===== config.mk =====
export PLATFORM = sky130hd
export DESIGN_NAME = seq_multiplier_param
export DESIGN_NICKNAME = d
export VERILOG_FILES = /design/src/rtl/seq_multiplier_param.sv
export SDC_FILE = /design/constraint.sdc
export NUM_CORES = 1
export LEC_CHECK = 0
export CAP_MARGIN = 10
export CORE_ASPECT_RATIO = 1.2
export CORE_UTILIZATION = 62
export CTS_CLUSTER_DIAMETER = 80
export DETAILED_ROUTE_END_ITERATION = 7
export PLACE_DENSITY = 0.86
export SYNTH_ARGS = -nofsm -noshare
export SYNTH_HDL_FRONTEND = slang
export SYNTH_SLANG_ARGS = --single-unit

===== constraint.sdc =====
create_clock -name clock -period 6.2 [get_ports clock]
set_clock_uncertainty 0.15 [all_clocks]
set_input_delay 1.24 -clock clock [delete_from_list [all_inputs] [get_ports clock]]
set_output_delay 1.24 -clock clock [all_outputs]
set_load 0.01 [all_outputs]

===== src/rtl/seq_multiplier_param.sv =====
// Parametrised sequential shift-add multiplier with run-time signed/unsigned
// mode, a configurable result width with overflow detection, abort, and
// back-to-back launch from DONE. Latency is fixed at WIDTH+1 clocks.
module seq_multiplier_param #(
    parameter int WIDTH     = 8,
    parameter int OUT_WIDTH = 2 * WIDTH
) (
    input  logic                 clock,
    input  logic                 reset,
    input  logic                 start,
    input  logic                 abort,
    input  logic                 signed_mode,
    input  logic [WIDTH-1:0]     multiplicand,
    input  logic [WIDTH-1:0]     multiplier,
    output logic [OUT_WIDTH-1:0] result,
    output logic                 busy,
    output logic                 done,
    output logic                 negative,
    output logic                 overflow
);

    localparam int PW    = 2 * WIDTH;
    localparam int CNT_W = (WIDTH > 2) ? $clog2(WIDTH) : 1;

    typedef enum logic [1:0] {
        ST_IDLE   = 2'd0,
        ST_BUSY   = 2'd1,
        ST_FINISH = 2'd2,
        ST_DONE   = 2'd3
    } state_t;

    // Magnitude of an operand; the most negative value maps to 2^(WIDTH-1),
    // which still fits because the magnitude is held as unsigned.
    function automatic logic [WIDTH-1:0] magnitude(input logic [WIDTH-1:0] x,
                                                   input logic smode);
        if (smode && x[WIDTH-1]) begin
            magnitude = ~x + {{(WIDTH-1){1'b0}}, 1'b1};
        end else begin
            magnitude = x;
        end
    endfunction

    // Two's-complement negate of the full product when the signs differ.
    function automatic logic [PW-1:0] apply_sign(input logic [PW-1:0] p,
                                                 input logic neg);
        if (neg) begin
            apply_sign = ~p + {{(PW-1){1'b0}}, 1'b1};
        end else begin
            apply_sign = p;
        end
    endfunction

    // Signed: every bit from OUT_WIDTH-1 upward must equal the result MSB.
    // Unsigned: every bit from OUT_WIDTH upward must be zero.
    function automatic logic overflow_calc(input logic [PW-1:0] p,
                                           input logic smode);
        logic ovf;
        ovf = 1'b0;
        for (int i = OUT_WIDTH - 1; i < PW; i++) begin
            if (smode) begin
                if (p[i] != p[OUT_WIDTH-1]) begin
                    ovf = 1'b1;
                end else begin
                    ovf = ovf;
                end
            end else begin
                if ((i >= OUT_WIDTH) && p[i]) begin
                    ovf = 1'b1;
                end else begin
                    ovf = ovf;
                end
            end
        end
        overflow_calc = ovf;
    endfunction

    state_t               state_r, state_s;
    logic [PW-1:0]        acc_r, acc_s;
    logic [PW-1:0]        mcand_r, mcand_s;
    logic [WIDTH-1:0]     mplier_r, mplier_s;
    logic [CNT_W-1:0]     count_r, count_s;
    logic                 mode_r, mode_s;
    logic                 sign_a_r, sign_a_s;
    logic                 sign_b_r, sign_b_s;
    logic [OUT_WIDTH-1:0] result_r, result_s;
    logic                 busy_r, busy_s;
    logic                 done_r, done_s;
    logic                 negative_r, negative_s;
    logic                 overflow_r, overflow_s;
    logic                 negate_s;
    logic [PW-1:0]        product_s;
    logic [PW-1:0]        add_term_s;

    // Final signed product and the partial-product term for the current bit.
    always_comb begin
        negate_s   = mode_r & (sign_a_r ^ sign_b_r);
        product_s  = apply_sign(acc_r, negate_s);
        add_term_s = mplier_r[0] ? mcand_r : {PW{1'b0}};
    end

    // Next-state and next-register values; every register holds by default.
    always_comb begin
        state_s    = state_r;
        acc_s      = acc_r;
        mcand_s    = mcand_r;
        mplier_s   = mplier_r;
        count_s    = count_r;
        mode_s     = mode_r;
        sign_a_s   = sign_a_r;
        sign_b_s   = sign_b_r;
        result_s   = result_r;
        busy_s     = busy_r;
        done_s     = done_r;
        negative_s = negative_r;
        overflow_s = overflow_r;
        case (state_r)
            ST_IDLE, ST_DONE: begin
                // abort is ignored here, so start wins when both are high
                if (start) begin
                    mode_s   = signed_mode;
                    sign_a_s = signed_mode & multiplicand[WIDTH-1];
                    sign_b_s = signed_mode & multiplier[WIDTH-1];
                    mcand_s  = {{WIDTH{1'b0}}, magnitude(multiplicand, signed_mode)};
                    mplier_s = magnitude(multiplier, signed_mode);
                    acc_s    = {PW{1'b0}};
                    count_s  = {CNT_W{1'b0}};
                    busy_s   = 1'b1;
                    done_s   = 1'b0;
                    state_s  = ST_BUSY;
                end else begin
                    state_s = state_r;
                end
            end
            ST_BUSY: begin
                if (abort) begin
                    busy_s  = 1'b0;
                    done_s  = 1'b0;
                    state_s = ST_IDLE;
                end else begin
                    acc_s    = acc_r + add_term_s;
                    mcand_s  = {mcand_r[PW-2:0], 1'b0};
                    mplier_s = {1'b0, mplier_r[WIDTH-1:1]};
                    if (count_r == CNT_W'(WIDTH - 1)) begin
                        count_s = {CNT_W{1'b0}};
                        state_s = ST_FINISH;
                    end else begin
                        count_s = count_r + {{(CNT_W-1){1'b0}}, 1'b1};
                        state_s = ST_BUSY;
                    end
                end
            end
            ST_FINISH: begin
                if (abort) begin
                    busy_s  = 1'b0;
                    done_s  = 1'b0;
                    state_s = ST_IDLE;
                end else begin
                    result_s   = product_s[OUT_WIDTH-1:0];
                    negative_s = negate_s & (acc_r != {PW{1'b0}});
                    overflow_s = overflow_calc(product_s, mode_r);
                    busy_s     = 1'b0;
                    done_s     = 1'b1;
                    state_s    = ST_DONE;
                end
            end
            default: begin
                busy_s  = 1'b0;
                done_s  = 1'b0;
                state_s = ST_IDLE;
            end
        endcase
    end

    // State, datapath and output registers with asynchronous clear.
    always_ff @(posedge clock or posedge reset) begin
        if (reset) begin
            state_r    <= ST_IDLE;
            acc_r      <= {PW{1'b0}};
            mcand_r    <= {PW{1'b0}};
            mplier_r   <= {WIDTH{1'b0}};
            count_r    <= {CNT_W{1'b0}};
            mode_r     <= 1'b0;
            sign_a_r   <= 1'b0;
            sign_b_r   <= 1'b0;
            result_r   <= {OUT_WIDTH{1'b0}};
            busy_r     <= 1'b0;
            done_r     <= 1'b0;
            negative_r <= 1'b0;
            overflow_r <= 1'b0;
        end else begin
            state_r    <= state_s;
            acc_r      <= acc_s;
            mcand_r    <= mcand_s;
            mplier_r   <= mplier_s;
            count_r    <= count_s;
            mode_r     <= mode_s;
            sign_a_r   <= sign_a_s;
            sign_b_r   <= sign_b_s;
            result_r   <= result_s;
            busy_r     <= busy_s;
            done_r     <= done_s;
            negative_r <= negative_s;
            overflow_r <= overflow_s;
        end
    end

    assign result   = result_r;
    assign busy     = busy_r;
    assign done     = done_r;
    assign negative = negative_r;
    assign overflow = overflow_r;

endmodule


==> out/results.ini, run 1 <==
[layout]
drive_above_1_share_pct = 4.84
final_area_um2 = 4690
nFillCells = 484
nNetsFinal = 557
stdcell_count = 602
area_growth_pct = 14.1
n_antenna_cell = 0
utilization_pct = 73.2

[place]
dp_cells = 587
dp_hpwl_mm = 6.10
pre_cts_slack_ns = 2.58
port_buffers = 39
placed_cell_area_um2 = 4530
gp_congestion = 0.948

[detailed_routing]
drtIter0Drc = 200
route.detailed.drc = 0
vias = 3504
vias_per_cell = 5.82
wl_per_cell_um = 13.8
routed_wl_mm = 8.28
postRouteAntennaNets = 0
drt_pass1_iterations = 4

[min_path]
holdPathStages = 2
hp-class = flip-flop to flip-flop
min_from = result[9]$_DFFE_PP0P_
hold_path_end = result[9]$_DFFE_PP0P_

[timing]
clock.fmax_ghz = 0.303
fin_setup_tns_ns = 0
hold_slack_ns = 0.324
setup_viol = 0
final.period_utilization_pct = 53.2
grt_setup_unrepaired = no
drv_slew = 0
relSlewSlack_pct = 27.6
worst_slew_pin_slew_ns = 1.09
layout_setup_ws_ns = 2.90
final-hold-violation-count = 0
min_period_ns = 3.30

[global_routing]
antenna_found_initial = 0
grt_pass1_vias = 3451
grt_pass1_wl_mm = 14.4
overflow = 0
track_usage_pct = 26.1
grt_max_degree = 68

[clock_network]
cts_tree = yes
hold_buffers = 0
post-cts-setup-buffers = 0
numCtsBuffers = 9
ctsResizeCount = 0
worstSkewPairLatency_ns = 0.34
clockRootBuffer = clkbuf_8
clockBufferDepth = 2
clkTransAtPathRegs_ns = 0.06
clock-sinks = 67
htree_levels = 3

[pwr]
power_mw = 1.79
ir_worst_vdd_mv = 0.360
cellLeakagePower_nw = 2.18
power.density_nw_per_um2 = 383

[logic_synthesis]
synth_fp_nets = 525
ys_seq_area_share_pct = 40.8
yosysTopAreaCell = dfrtp_1
yosysMostFrequentCell = nand2_1
ys_top_cells_by_area = dfrtp_1 (41%), nand2_1 (8.1%), o21ai_0 (6.8%), ha_1 (6.7%), xor2_1 (4.5%)
synth-async-reset-ratio_pct = 100
yosysUniqueCellTypes = 51
synth.ff_latch_count = 67
avgSynthCellArea_um2 = 8.54
synth_edf_count = 0
netlist_area_um2 = 4110
ys.flop_type = dfrtp_1
synth_common_cells = nand2_1 (89), dfrtp_1 (67), o21ai_0 (56)
synth_warnings = 0
synth_top_area_share_pct = 40.8
syn-instance-count = 481

[floorplan]
die_area_um2 = 6960
start_util_pct = 64.1
die_y_um = 91.2
ios = 41
core_area_um2 = 6410
die_x_um = 76.3
rows = 32

[worst_setup_path]
critPathKind = input pin to flip-flop
worstSetupEndpointType = flip-flop
r2r_setup_slack_ns = 3.31
cp.required_ns = 6.24
reg2reg_depth = 10
worstSetupStartpointType = input pin
crit_arrival_ns = 3.34
r2r-start = mplier_r[0]$_DFFE_PP0P_
rr_endpoint = acc_r[14]$_DFFE_PP0P_
critPathMaxFanout = 41

[outcome]
status = finished, final reports clean

[job]
cap_violations = 0

## cell usage in the layout, fill, tap and decap left out, types with 3 or more instances in the layout
cell type        synthesis  layout
o31ai_1                  5       5
nand4_1                  4       4
nor2b_1                  6       6
or3_1                    7       7
a21o_1                   3       3
nor4b_1                  3       3
buf_4                    1       5
dfrtp_1                 67      67
clkbuf_8                 0      10
nor2_1                  19      18
ha_1                    22      22
nand3_1                 19      19
o21ai_1                  7       7
inv_1                   17      16
a31oi_1                  5       5
xnor2_1                 13      13
xor2_1                  21      21
nand2_1                 89      89
and2_1                  16      16
clkinv_2                 0       3
clkdlybuf4s50_1          0      39
o41ai_1                  4       4
a21oi_1                 30      30
o21ai_0                 56      56
nor3_1                   6       6
nand2b_1                 7       7
## flip-flops by register name, indices dropped and copies added (netlist names)
name and cells:
mplier_r 8, busy 1, negative 1, result 16
state_r 2, mode_r 1, acc_r 16, mcand_r 16
sign_a_r 1, count_r 3, sign_b_r 1, done 1
## power breakdown
part | internal (mW) | switching, mW
sequential | 0.561 | 0.106
combinational | 0.340 | 0.480
clock | 0.152 | 0.156
total | 1.05 | 0.742
## worst max-delay path: stages
cell,delay [ns]
clkdlybuf4s50_1,0.50
nor2b_1,0.24
nor2_1,0.07
buf_4,0.21
nor2_2,0.43
buf_4,0.46
o21ai_0,0.17
## area by class of cell
class | count | area (um2) | share of cell area (%)
Clock buffer | 12 | 145 | 3.10
Clock inverter | 3 | 15.0 | 0.320
Inverter | 17 | 63.8 | 1.36
Multi-Input combinational cell | 374 | 2250 | 48.1
Sequential cell | 67 | 1680 | 35.8
Tap cell | 85 | 106 | 2.27
Timing Repair Buffer | 44 | 428 | 9.13
## per-layer routing
metal	vias to the layer above	global-route usage (%)	part of all wire, %
li1	1733	-	-
met1	1665	28.8	42
met2	89	46.5	52
met3	17	5.43	3.9
met4	0	14.1	2.3
met5	-	0	0
## worst max-delay path by stage
stage	start	slack [ns]	to
2_1_floorplan	reset	3.13	acc_r[0]$_DFFE_PP0P_
3_3_place_gp	start	2.69	acc_r[14]$_DFFE_PP0P_
3_5_place_dp	start	2.58	acc_r[14]$_DFFE_PP0P_
4_1_cts	start	2.93	acc_r[14]$_DFFE_PP0P_
5_1_grt	start	2.70	acc_r[14]$_DFFE_PP0P_
6_report	start	2.90	mcand_r[5]$_DFFE_PP0P_
## kinds of logic (layout without fill, tap and decap cells)
logic type	after synthesis	count (layout)	share of synthesized area [%]
and+or+nand+nor	185	185	21.4
other	1	1	0.0913
buffers and inverters	40	76	4.42
AOI/OAI and AO/OA	129	129	18.3
xor gates and xnor gates	34	34	7.25
muxes	2	2	0.518
DFF	67	67	40.8
adders and majority gates	23	23	7.19
(Power assumes the default switching activity.)
==> run 2, diff against run 1 <==
Settings changed: CORE_UTILIZATION 62 to 52, PLACE_DENSITY 0.86 to 0.77.
Clock period 6.2 ns to 2.7 ns, I/O delays scaled along.
==> out/results.ini, run 2 (synthesized netlist as in run 1, its figures left out) <==
[outcome]
status = finished, final reports clean

[place]
gp_congestion = 0.943  ; -0.49%
dp_hpwl_mm = 5.96  ; -2.3%
pre_cts_slack_ns = 0.0283  ; -2.55 ns
port_buffers = 39  ; unchanged

[pwr]
cellLeakagePower_nw = 2.24  ; +3.0%
power.density_nw_per_um2 = 868  ; +130%
ir_worst_vdd_mv = 0.567  ; +57%

[floorplan]
rows = 35  ; +9.4%
die_x_um = 83.1  ; +8.9%
die_y_um = 99.4  ; +9.0%
die_area_um2 = 8260  ; +19%
ios = 41  ; unchanged
start_util_pct = 53.6  ; -11 points
core_area_um2 = 7660  ; +20%

[timing]
clock.fmax_ghz = 0.390
min_period_ns = 2.57
grt_setup_unrepaired = no
layout_setup_ws_ns = 0.135  ; -2.77 ns
relSlewSlack_pct = 59.9  ; +32 points
fin_setup_tns_ns = 0  ; unchanged
final-hold-violation-count = 0  ; unchanged
setup_viol = 0  ; unchanged
final.period_utilization_pct = 95.0
drv_slew = 0  ; unchanged
worst_slew_pin_slew_ns = 0.602  ; -0.484 ns

[worst_setup_path]
worstSetupEndpointType = flip-flop
crit_chain = and2_1, ha_1, a21o_1, a31o_2, nor2_1, o21ai_0, xor2_1, a22o_1
slowest_delay_ns = 0.45  ; -0.05 ns
cp_top_family = compound AO/OA/AOI/OAI gates
critPathMaxFanout = 12  ; -71%
reg2reg_depth = 8  ; -2
cp_num_buf_inv = 0  ; -3
cp.required_ns = 2.78  ; -3.46 ns
crit_arrival_ns = 2.64  ; -0.70 ns
critPathKind = flip-flop to flip-flop
cpMaxStageDelayCell = dfrtp_2
worstSetupStartpointType = flip-flop
cp.depth = 8  ; +1

[detailed_routing]
route.detailed.drc = 0  ; unchanged
vias_per_cell = 5.57  ; -4.4%
drtIter0Drc = 153  ; -24%
drt_pass1_iterations = 4  ; unchanged
wl_per_cell_um = 13.1  ; -4.7%
routed_wl_mm = 8.07  ; -2.6%
vias = 3423  ; -2.3%
postRouteAntennaNets = 0  ; unchanged

[layout]
layout_commonest_cell = nand2_1
drive_above_1_share_pct = 6.69  ; +1.9 points
n_antenna_cell = 0  ; unchanged
area_growth_pct = 16.9
mostFrequentLayoutCells = nand2_1 (89), dfrtp_1 (66), o21ai_0 (56)
nNetsFinal = 563  ; +1.1%

[min_path]
hp-class = flip-flop to flip-flop
holdPathStages = 2  ; unchanged

[global_routing]
antenna_found_initial = 0  ; unchanged
grt_max_degree = 68  ; unchanged
grt_pass1_vias = 3253  ; -5.7%
overflow = 0  ; unchanged
grt_pass1_wl_mm = 14.0  ; -3.1%
track_usage_pct = 20.7  ; -5.4 points

[job]
cap_violations = 0  ; unchanged

[clock_network]
clockBufferDepth = 2  ; unchanged
htree_levels = 3  ; unchanged
clkTransAtPathRegs_ns = 0.07  ; about the same
clockRootBuffer = clkbuf_8
clock-sinks = 67  ; unchanged
numCtsBuffers = 9  ; unchanged
cts_tree = yes
worstSkewPairLatency_ns = 0.33  ; about the same

-- run 2: path summary, 6_finish.rpt --
check,endpoint,from,slack (ns)
min reg2reg,mcand_r[15]$_DFFE_PP0P_,mcand_r[15]$_DFFE_PP0P_,0.32
min in group asynchronous,result[6]$_DFFE_PP0P_,reset,0.44
min,mcand_r[15]$_DFFE_PP0P_,mcand_r[15]$_DFFE_PP0P_,0.32
max reg2reg,acc_r[11]$_DFFE_PP0P_,mplier_r[0]$_DFFE_PP0P_,0.13
max,acc_r[11]$_DFFE_PP0P_,mplier_r[0]$_DFFE_PP0P_,0.13
max in group asynchronous,mplier_r[0]$_DFFE_PP0P_,reset,1.65
-- run 2: through the flow --
| step | hold WS [ns] | util, % | power (mW) | cells | instance area [um2] |
|---|---|---|---|---|---|
| final | 0.322 | 62.7 | 4.17 | 615 | 4800 |
| after global routing | 0.348 | 62.7 | 4.51 | 615 | 4800 |
| after CTS | 0.328 | 62.3 | 4.21 | 615 | 4770 |
| after detailed placement | 0.313 | 60.2 | 3.50 | 600 | 4610 |
| after global placement | 0.303 | 60.2 | 3.44 | 600 | 4610 |
| after floorplan | 0.289 | - | 2.90 | 481 | 4110 |
-- run 2: what timing repair did --
item,CTS,global route
gates resized for setup,0,5
setup buffers,0,0
hold endpoints to repair,0,0
setup endpoints to repair,0,6
hold buffers,0,0
-- run 2: layer usage --
metal	share of wire (%)	wire length, um	GRT usage, %	vias to the layer above
li1	-	-	-	1740
met1	45	3610	24.0	1594
met2	50	4000	37.6	72
met3	3.3	268	2.74	17
met4	2.3	185	10.1	0
met5	0	0	0	-
-- run 2: final cells by class --
cell class	count	area [um2]
Inverter	17	63.8
Fill cell	651	2860
Sequential cell	67	1680
Clock inverter	3	15.0
Clock buffer	12	145
Multi-Input combinational cell	374	2290
Tap cell	92	115
Timing Repair Buffer	50	498
-- run 2: power by group --
part / total (mW) / internal, mW / switching (mW)
sequential: 1.51 / 1.29 / 0.223
clock: 0.698 / 0.349 / 0.349
combinational: 1.96 / 0.853 / 1.10
-- run 2: worst register-to-register path, cell delays in order (launching register included) --
cell,delay (ns)
dfrtp_2,0.45
and2_1,0.17
ha_1,0.35
a21o_1,0.21
a31o_2,0.25
nor2_1,0.34
o21ai_0,0.19
xor2_1,0.17
a22o_1,0.18
